File: src/rtl/sdram_arbiter.sv
// Arbitrates the SDRAM command bus between the write engine, the read engine and auto-refresh.
// Optional macro SDRAM_ARB_ROUND_ROBIN_EN: round-robin grants with release on contention.
//
// state        | meaning
// IDLE         | no owner; arbitrate or start refresh
// WRITE        | write engine granted
// READ         | read engine granted
// DRAIN_WR     | write grant dropped, waiting for write engine idle
// DRAIN_RD     | read grant dropped, waiting for read engine idle
// REF_PRE      | PRECHARGE-all issued
// REF_PRE_WAIT | tRP NOPs
// REF_CMD      | AUTO_REFRESH issued
// REF_WAIT     | tRFC NOPs
module sdram_arbiter #(
    parameter int REFRESH_CYCLES = 1560,
    parameter int T_RP_CYC       = 2,
    parameter int T_RFC_CYC      = 7
) (
    input  logic        clk,
    input  logic        rst_n,
    input  logic        init_done,
    input  logic        wr_req,
    input  logic        rd_req,
    input  logic        wr_idle,
    input  logic        rd_idle,
    input  logic [2:0]  wr_command,
    input  logic [11:0] wr_address,
    input  logic [1:0]  wr_bank,
    input  logic [2:0]  rd_command,
    input  logic [11:0] rd_address,
    input  logic [1:0]  rd_bank,
    output logic        wr_enable,
    output logic        rd_enable,
    output logic        auto_refresh,
    output logic [2:0]  command,
    output logic [11:0] address,
    output logic [1:0]  bank,
    output logic        busy
);

    localparam logic [2:0] SDRAM_CMD_NOP          = 3'b111;
    localparam logic [2:0] SDRAM_CMD_PRECHARGE    = 3'b010;
    localparam logic [2:0] SDRAM_CMD_AUTO_REFRESH = 3'b001;

    localparam int CNT_W = (REFRESH_CYCLES > 1) ? $clog2(REFRESH_CYCLES) : 1;
    localparam logic [CNT_W-1:0] CNT_RELOAD = CNT_W'(REFRESH_CYCLES - 1);
    localparam int T_MAX = (T_RFC_CYC > T_RP_CYC) ? T_RFC_CYC : T_RP_CYC;
    localparam int TMR_W = (T_MAX > 1) ? $clog2(T_MAX) : 1;
    localparam logic [TMR_W-1:0] TRP_LOAD  = TMR_W'(T_RP_CYC - 1);
    localparam logic [TMR_W-1:0] TRFC_LOAD = TMR_W'(T_RFC_CYC - 1);

    typedef enum logic [3:0] {
        IDLE,
        WRITE,
        READ,
        DRAIN_WR,
        DRAIN_RD,
        REF_PRE,
        REF_PRE_WAIT,
        REF_CMD,
        REF_WAIT
    } state_t;

    state_t             state, next_state;
    logic [CNT_W-1:0]   ref_cnt;
    logic               refresh_pending;
    logic [TMR_W-1:0]   tmr;
    logic [2:0]         ref_command;
    logic [11:0]        ref_address;
    logic               pick_wr;
    logic               wr_release;
    logic               rd_release;
    logic               ref_done;

    assign ref_done = (state == REF_WAIT) && (tmr == '0);

`ifdef SDRAM_ARB_ROUND_ROBIN_EN
    logic last_wr;

    assign pick_wr    = wr_req && (!rd_req || !last_wr);
    assign wr_release = rd_req && wr_idle;
    assign rd_release = wr_req && rd_idle;

    always_ff @(posedge clk or negedge rst_n) begin
        if (!rst_n) begin
            last_wr <= 1'b0;
        end else if (state == IDLE && next_state == WRITE) begin
            last_wr <= 1'b1;
        end else if (state == IDLE && next_state == READ) begin
            last_wr <= 1'b0;
        end
    end
`else
    assign pick_wr    = wr_req;
    assign wr_release = 1'b0;
    assign rd_release = 1'b0;
`endif

    always_ff @(posedge clk or negedge rst_n) begin
        if (!rst_n) begin
            state <= IDLE;
        end else begin
            state <= next_state;
        end
    end

    always_comb begin
        next_state = state;
        case (state)
            IDLE: begin
                if (!init_done) begin
                    next_state = IDLE;
                end else if (refresh_pending) begin
                    next_state = REF_PRE;
                end else if (pick_wr) begin
                    next_state = WRITE;
                end else if (rd_req) begin
                    next_state = READ;
                end
            end
            WRITE: begin
                if (!wr_req || refresh_pending || wr_release) next_state = DRAIN_WR;
            end
            READ: begin
                if (!rd_req || refresh_pending || rd_release) next_state = DRAIN_RD;
            end
            DRAIN_WR: begin
                if (wr_idle) next_state = refresh_pending ? REF_PRE : IDLE;
            end
            DRAIN_RD: begin
                if (rd_idle) next_state = refresh_pending ? REF_PRE : IDLE;
            end
            REF_PRE:      next_state = REF_PRE_WAIT;
            REF_PRE_WAIT: if (tmr == '0) next_state = REF_CMD;
            REF_CMD:      next_state = REF_WAIT;
            REF_WAIT:     if (tmr == '0) next_state = IDLE;
            default:      next_state = IDLE;
        endcase
    end

    // Refresh interval timer; holds until the SDRAM is initialised.
    always_ff @(posedge clk or negedge rst_n) begin
        if (!rst_n) begin
            ref_cnt         <= CNT_RELOAD;
            refresh_pending <= 1'b0;
        end else begin
            if (!init_done || ref_cnt == '0) begin
                ref_cnt <= CNT_RELOAD;
            end else begin
                ref_cnt <= ref_cnt - 1'b1;
            end
            if (ref_done) begin
                refresh_pending <= 1'b0;
            end else if (init_done && ref_cnt == '0) begin
                refresh_pending <= 1'b1;
            end
        end
    end

    always_ff @(posedge clk or negedge rst_n) begin
        if (!rst_n) begin
            tmr <= '0;
        end else if (state == REF_PRE) begin
            tmr <= TRP_LOAD;
        end else if (state == REF_CMD) begin
            tmr <= TRFC_LOAD;
        end else if (tmr != '0) begin
            tmr <= tmr - 1'b1;
        end
    end

    // Refresh commands are registered so they line up with the state they belong to.
    always_ff @(posedge clk or negedge rst_n) begin
        if (!rst_n) begin
            ref_command <= SDRAM_CMD_NOP;
            ref_address <= '0;
        end else begin
            case (next_state)
                REF_PRE: begin
                    ref_command <= SDRAM_CMD_PRECHARGE;
                    ref_address <= 12'h400;
                end
                REF_CMD: begin
                    ref_command <= SDRAM_CMD_AUTO_REFRESH;
                    ref_address <= '0;
                end
                default: begin
                    ref_command <= SDRAM_CMD_NOP;
                    ref_address <= '0;
                end
            endcase
        end
    end

    always_comb begin
        command = SDRAM_CMD_NOP;
        address = '0;
        bank    = '0;
        case (state)
            WRITE, DRAIN_WR: begin
                command = wr_command;
                address = wr_address;
                bank    = wr_bank;
            end
            READ, DRAIN_RD: begin
                command = rd_command;
                address = rd_address;
                bank    = rd_bank;
            end
            REF_PRE, REF_PRE_WAIT, REF_CMD, REF_WAIT: begin
                command = ref_command;
                address = ref_address;
            end
            default: ;
        endcase
    end

    // Gating on pending keeps grants off in the cycle the refresh request lands.
    assign wr_enable    = (state == WRITE) && !refresh_pending;
    assign rd_enable    = (state == READ) && !refresh_pending;
    assign auto_refresh = refresh_pending;
    assign busy         = (state != IDLE);

endmodule

File: config.mk
export PLATFORM = sky130hd
export DESIGN_NAME = sdram_arbiter
export DESIGN_NICKNAME = d
export VERILOG_FILES = /design/src/rtl/sdram_arbiter.sv
export SDC_FILE = /design/constraint.sdc
export NUM_CORES = 1
export LEC_CHECK = 0
export BUFFER_PORTS_ARGS = -buffer_cell sky130_fd_sc_hd__buf_2
export CORE_MARGIN = 3
export CORE_UTILIZATION = 35
export DETAILED_ROUTE_END_ITERATION = 10
export PLACE_DENSITY_LB_ADDON = 0.25
export SYNTH_ARGS = -nofsm -noshare
export SYNTH_HDL_FRONTEND = slang
export SYNTH_SLANG_ARGS = --single-unit
File: constraint.sdc
create_clock -name clk -period 2 [get_ports clk]
set_input_delay 0.4 -clock clk [delete_from_list [all_inputs] [get_ports clk]]
set_output_delay 0.4 -clock clk [all_outputs]
set_load 0.02 [all_outputs]
* Yosys cells after proc, flatten, opt, wreduce, memory -nomap -nowiden
Index checks and enable logic that the tools add are counted.
** Cells by class
- Add/subtract/negate cells :: 2
- Equality and inequality tests :: 10
- Mux-type cells :: 23
- Reduce and logical (&&, ||, !) cells :: 21
** Operator list (count)
- 2-to-1 mux 4 bit :: 10
- case mux 12 bit (3 select lines) :: 1
- case mux 4 bit (9 select lines) :: 1
- == test 4 x 3 -> 1 bit, second input constant :: 6
- 2-to-1 mux 11 bit :: 2
- 2-to-1 mux 3 bit :: 4
- logical NOT 11 bit :: 1
- subtractor 11 x 1 -> 11 bit, second input constant :: 1
- case mux 3 bit (3 select lines) :: 1
- == test 4 x 2 -> 1 bit, second input constant :: 2
- case mux 3 bit (2 select lines) :: 1
- nonzero test 3 bit :: 2
- == test 4 x 1 -> 1 bit, second input constant :: 1
- == test 4 bit, second input constant :: 1
- logical AND 1 bit :: 4
- logical NOT 1 bit :: 4
- logical NOT 4 bit :: 1
- case mux 2 bit (2 select lines) :: 1
- nonzero test 4 bit :: 1
- OR reduction 2 bit :: 2
- OR reduction 4 bit :: 1
- logical NOT 3 bit :: 1
- logical OR 1 bit :: 3
- subtractor 3 x 1 -> 3 bit, second input constant :: 1
- other kinds (2) :: 3
** Storage, ports and cells
- Register bits after elaboration :: 34
- Bits of input ports :: 41
- Output and inout bits :: 21
- Word-level logic and storage cells :: 62

* Depth between registers and ports, before layout
Gate-level depths: netlist of the first run.
- Depth in word-level cells :: 7
- Gate-level depth with buffers :: 8
- Mapped depth without buffers :: 7

* Worst setup path after synthesis of the first run
Ideal clock, no wire load.
- Path kind :: register to output
- Start :: register state[2]
- End :: output port wr_enable
- Arrival :: 1.631 ns
- Required time :: 1.600 ns
- Setup slack :: -0.031 ns
- Cell stages (with the launch flop) :: 6
- Buffers on the path :: 3
- Cell sequence :: dfrtp_1 > buf_4 > nor3b_1 > buf_4 > buf_4 > nor3b_1
** On the way
- Cells in the longest elaborated chain, start to end :: 2
** Ends and longest elaborated chain
- start: declaration :: RTL line 64 : state_t state, next_state;
- start signal: assignment :: RTL line 103 : state <= next_state;
- == test 4 x 1 -> 1 bit :: RTL line 219 : assign wr_enable = (state == WRITE) && !refresh_pending;
- logical AND 1 bit :: RTL line 219
- end: declaration :: RTL line 32 : output logic wr_enable,
Every way passes these cells.

* Final worst setup path of the first run
- Start :: register state[0]
- End :: output port command[1]
** On the way
- Cells in the longest elaborated chain, start to end :: 3
- Elaborated cells on any way between the ends :: 12
- Classes of those cells :: 8 x eq/ne; 1 x mux; 3 x reduce/logical
** Ends and longest elaborated chain
- == test 4 bit (tied with other cells) :: RTL line 199 : case (state)
- OR reduction 4 bit / OR reduction 2 bit (equally long branches) :: RTL line 199
- case mux 3 bit (3 select lines) (*) :: RTL line 199
- end: declaration :: RTL line 35 : output logic [2:0] command,
Every way passes the cells marked *; elsewhere a longest branch is shown, timed or not.

==> results of run 1 <==
## Yosys cell counts, drive strengths merged (2+ instances only)
library cell,instances,share of area (%)
a21oi,8,2.7
a22o,14,8.4
a22oi,4,2.1
a2bb2oi,2,1.2
buf,7,3.7
clkbuf,2,0.51
dfrtp,14,24
dfstp,9,16
ha,3,2.6
inv,6,1.5
nand2,18,5.0
nand2b,2,0.86
nand3,7,2.4
nand3b,3,1.5
nor2,17,4.4
nor2b,6,2.7
nor3,2,1.0
nor3b,3,1.5
nor4,2,1.9
o21ai,5,1.7
o22ai,2,0.86
or3,2,0.86
or4,2,1.5
xnor2,5,3.0
xor2,3,1.8
## cell type report
class / count / share of cell area (%)
clock inverters: 1 / 0.237
clock buffers: 3 / 1.96
inverters: 6 / 1.07
multi-input cells: 120 / 40.4
flip-flops and latches: 23 / 28.0
well taps: 48 / 2.85
repair buffers: 76 / 25.5
## stage by stage
step	cell area (um2)	util [%]	total power [uW]
finish	2110	55.2	2980
global route	2110	55.2	3170
CTS	1990	52.0	2720
detailed placement	1860	48.6	2270
global placement	1860	48.6	2270
floorplan	1470	-	1800
## worst max-delay path: stages (launching register included)
cell and delay [ns]:
dfrtp_1 0.42, buf_6 0.15, nor3b_4 0.17, or3_4 0.39
nand3_1 0.08, buf_4 0.14
## cells by family (layout without fill, tap and decap cells)
kind of cell	after synthesis	count (layout)	share of synthesized area [%]
flops	23	23	40.2
mux	2	2	1.46
simple gates	67	67	25.2
buf+inv	15	86	5.74
fa+ha+maj	3	3	2.57
compound gates	40	40	20.1
xor+xnor	8	8	4.79
## flip-flops by register name (all words and copies together), names as in the netlist
name	count
ref_address	1
ref_command	3
tmr	3
state	4
ref_cnt	11
auto_refresh	1
## power breakdown
group / internal (uW) / total [uW] / leakage, uW / switching (uW)
Sequential: 566 / 639 / 0.000275 / 73.3
Combinational: 1040 / 2060 / 0.000698 / 1020
Clock: 139 / 279 / 0.0000255 / 141
Total: 1740 / 2980 / 0.000998 / 1230
## worst max path at each step
stage / start / end / slack [ns] / cells past startpoint
2_1_floorplan: state[2] / wr_enable / 0.17 / 5
3_3_place_gp: state[3] / command[1] / 0.21 / 5
3_5_place_dp: state[3] / command[1] / 0.16 / 5
4_1_cts: state[0] / bank[0] / 0.004 / 5
5_1_grt: state[2] / command[1] / -0.07 / 6
6_report: state[0] / command[1] / 0.005 / 5
## layer usage
metal  up-vias  share of wire, %  wire [um]  global-route usage [%]
met1       658                42       1580                    18.1
li1        706                 -          -                       -
met5         -                 0          0                       0
met4         0                 0          0                    2.30
met2        61                49       1860                    26.7
met3         0               9.3        354                    3.41
## repair_timing
item / in CTS / in global routing
endpoints found under the hold margin: 0 / 0
endpoints found under the setup margin: 17 / 19
gates resized for setup: 15 / 36
hold buffers: 0 / 0
pin swaps: 1 / 8
setup buffers: 3 / 1
==> impl_metrics.json, run 1 <==
{
  "rr_endpoint": "ref_address[10]",
  "hold_viol_final": 0,
  "r2r_slack_ns": 0.31,
  "skew_ns": 0.00320,
  "clkTransAtPathRegs_ns": 0.08,
  "finalNonFillerCells": 277,
  "antenna-diode-count": 0,
  "io_buffer_count": 61,
  "cellLeakagePower_uw": 0.000998,
  "worstPathRequired_ns": 1.60,
  "design.core.area_mm2": 0.00383,
  "synth_seq_area_share_pct": 40.2,
  "synth_ff_type": "dfrtp_1",
  "drc": 0,
  "outcome": "finished clean",
  "hpwl_um": 2800,
  "netlist_instances": 158,
  "cp.arrival_ns": 1.60,
  "synth_area_per_cell_um2": 9.25,
  "gp_congestion": 0.827,
  "rows": 22,
  "setup_viol": 0,
  "viasPerCell": 5.14,
  "fin_tns_setup_ns": 0,
  "drive_above_1_share_pct": 48.9,
  "maxSlewViolCount": 0,
  "ios": 62,
  "multi_input_area_um2": 852,
  "die_w_um": 70.6,
  "place_ws_ns": 0.163,
  "area.growth.synth_to_final_pct": 44.4,
  "clock_latency_ns": 0.26,
  "p_per_area_mw_per_mm2": 1410,
  "whs_ns": 0.100,
  "async_flop_share_pct": 100,
  "rsz0062_at_grt": "true",
  "hold_class": "input port to asynchronous set/reset pin",
  "final_cell_mix": "buf_2 (44), buf_6 (21), nand2_1 (16), nor2_1 (16), a22o_1 (14)",
  "slew_headroom_pct": 66.7,
  "dp.cells": 269,
  "die_h_um": 70.6,
  "grt_pass1_wl_um": 6220,
  "fillers": 366,
  "start_util_pct": 38.2,
  "ant_nets": 0,
  "overflow": 0,
  "cp-end-kind": "primary output",
  "setup.worst_path.class": "register to primary output",
  "synth_nets": 202,
  "grt_use_total_pct": 14.7,
  "root_buffer": "clkbuf_8",
  "nets": 274,
  "synth-seq-cells": 23,
  "yosysUniqueCellTypes": 42,
  "cts.sinks": 23,
  "drtIter0Drc": 43,
  "syn_area_mm2": 0.00146,
  "maxCapViolCount": 0,
  "vias": 1425,
  "reg2regPathDepth": 6,
  "routedWlPerCell_um": 13.7,
  "cts_tree": "built",
  "r2r_start": "state[2]",
  "grt_max_degree": 24,
  "worst_pin_slew_ns": 0.500,
  "period_needed_ns": 2.00,
  "htreeDepth": 1,
  "yosys_warnings": 0,
  "grt_pass1_vias": 1412,
  "crit_fanout": 5,
  "period_share_pct": 99.8,
  "first_pass_iters": 4,
  "regArea_um2": 591,
  "cts_buffers": 3,
  "final_common_cell": "buf_2",
  "antenna_found_initial": 0,
  "dieArea_mm2": 0.00499,
  "worstSetupStartpointType": "register",
  "ir_drop_mv": 0.428,
  "clock.fmax_mhz": 501,
  "clockBufferDepth": 2,
  "setup_slack_ns": 0.00464,
  "synth_edf_count": 0,
  "routed_wl_um": 3790
}
Power figures use the tool's default switching activity.
==> run 2, diff against run 1 <==
--- a/config.mk
+++ b/config.mk
@@ -10,6 +10,7 @@
 export CORE_UTILIZATION = 35
 export DETAILED_ROUTE_END_ITERATION = 10
 export PLACE_DENSITY_LB_ADDON = 0.25
+export RECOVER_POWER = 100
 export SYNTH_ARGS = -nofsm -noshare
 export SYNTH_HDL_FRONTEND = slang
 export SYNTH_SLANG_ARGS = --single-unit
==> run 2 against run 1 <==
Against the previous run: final area shrank 2.7%; setup slack gained 0.00076 ns; cell count is the same; critical path depth is the same; clock skew shrank 0.00088 ns; die area is the same; sequential power is essentially flat; largest cell class unchanged.
==> impl_metrics.json, run 2 (same netlist as run 1, synthesis figures left out) <==
{
  "maxCapViolCount": 0,
  "ir_drop_mv": 0.422,
  "clock.fmax_mhz": 501,
  "setup.worst_path.class": "register to primary output",
  "reg_top3": "ref_cnt x11, state x4",
  "routed_wl_um": 3790,
  "crit_fanout": 5,
  "clockBufferDepth": 2,
  "area.growth.synth_to_final_pct": 40.6,
  "drtIter0Drc": 40,
  "worstSetupStartpointType": "register",
  "cpMaxStageDelayCell": "dfrtp_2",
  "routedWlPerCell_um": 13.7,
  "cts.sinks": 23,
  "hpwl_um": 2800,
  "period_needed_ns": 1.99,
  "grt.busiest_layer": "met2",
  "start_util_pct": 38.2,
  "fillers": 377,
  "cp_slowest_stage_delay_ns": 0.47,
  "slew_headroom_pct": 20.2,
  "met2_usage_pct": 26.7,
  "path_buf_inv": 1,
  "p_per_area_mw_per_mm2": 1430,
  "cts_tree": "built",
  "maxSlewViolCount": 0,
  "grt_max_degree": 24,
  "power.total_uw": 2930,
  "post-route-util_pct": 53.7,
  "ant_nets": 0,
  "antenna_found_initial": 0,
  "grtUsageMet1_pct": 18.1,
  "cellLeakagePower_uw": 0.000963,
  "outcome": "finished clean",
  "largest-register": "ref_cnt",
  "ios": 62,
  "dieArea_mm2": 0.00499,
  "nets": 274,
  "cts_buffers": 3,
  "first_pass_iters": 4,
  "drive_above_1_share_pct": 43.7,
  "cp_top_family": "simple AND/OR/NAND/NOR gates",
  "clkTransAtPathRegs_ns": 0.08,
  "vias": 1429,
  "setup_viol": 0,
  "dp.cells": 269,
  "gp_congestion": 0.827,
  "design.core.area_mm2": 0.00383,
  "rows": 22,
  "antenna-diode-count": 0,
  "hold_viol_final": 0,
  "cp.arrival_ns": 1.59,
  "die_h_um": 70.6,
  "finalNonFillerCells": 277,
  "grt_pass1_wl_um": 6220,
  "hold_class": "input port to asynchronous set/reset pin",
  "cp-end-kind": "primary output",
  "htreeDepth": 1,
  "viasPerCell": 5.16,
  "final_common_cell": "buf_2",
  "rsz0062_at_grt": "true",
  "skew_ns": 0.00232,
  "drc": 0,
  "clock_latency_ns": 0.26,
  "root_buffer": "clkbuf_8",
  "period_share_pct": 99.7,
  "grt_pass1_vias": 1412,
  "largest_reg_flops": 11,
  "io_buffer_count": 61,
  "worstPathCellList": "nand3b_1 -> o21ai_2 -> or3_4 -> nand3_1 -> buf_4",
  "grt_use_total_pct": 14.7,
  "worstPathRequired_ns": 1.60,
  "grt_use_met3_pct": 3.41,
  "cts_hold_buffers": 0,
  "final_cell_mix": "buf_2 (42), buf_6 (19), nand2_1 (16), nor2_1 (16), a22o_1 (14)",
  "overflow": 0,
  "die_w_um": 70.6,
  "worst_pin_slew_ns": 1.20
}
==> run 2: routing by layer <==
layer  share of wire [%]  wire length (um)
met2                  49              1850
met5                   0                 0
met3                 9.5               358
met1                  41              1560
met4                0.55                21
==> run 2: per-stage QoR <==
stage	instance area (um2)	hold slack, ns	TNS [ns]	setup slack (ns)
after global placement	1860	0.396	0	0.212
after global routing	2050	0.416	-0.748	-0.0748
final	2050	0.368	0	0.00540
after floorplan	1470	0.104	0	0.172
after detailed placement	1860	0.399	0	0.163
after CTS	1990	0.108	0	0.00438
==> run 2: report_power, final <==
| part | switching [uW] | internal [uW] |
|---|---|---|
| Combinational | 1010 | 1000 |
| Sequential | 70.5 | 565 |
| Clock | 140 | 139 |
==> run 2: worst register-to-register path, cell delays in order, from the launching register on <==
cell and delay (ns):
dfrtp_1 0.41, nor4_1 0.52, nand3_1 0.23, o21ai_0 0.19
clkbuf_1 0.25, nor2_1 0.09
==> run 2: repair_timing <==
| item | CTS | global route |
|---|---|---|
| gates resized for setup | 15 | 36 |
| hold endpoints to repair | 0 | 0 |
| endpoints found under the setup margin | 17 | 19 |
| pin swaps | 1 | 8 |
| setup buffers | 3 | 1 |
==> run 2: path summary, 6_finish.rpt <==
path | startpoint | to | slack, ns | cells after the start
setup / recovery | state[2] | command[1] | 0.005 | 5
hold / removal | rst_n | ref_cnt[3] | 0.37 | 1
setup reg to reg | ref_cnt[3] | ref_cnt[8] | 0.21 | 5
hold reg to reg | ref_cnt[0] | ref_cnt[0] | 0.49 | 1
max in group asynchronous | rst_n | state[3] | 0.84 | 1
min in group clk | init_done | ref_cnt[10] | 0.38 | 2
==> run 2: area by class of cell <==
type | count | area [um2] | area share, %
clock buffers | 3 | 41.3 | 2.01
clock inverters | 1 | 5.00 | 0.244
inverters | 6 | 22.5 | 1.10
multi-input cells | 120 | 825 | 40.1
flip-flops and latches | 23 | 591 | 28.7
well taps | 48 | 60.1 | 2.92
repair buffers | 76 | 510 | 24.8
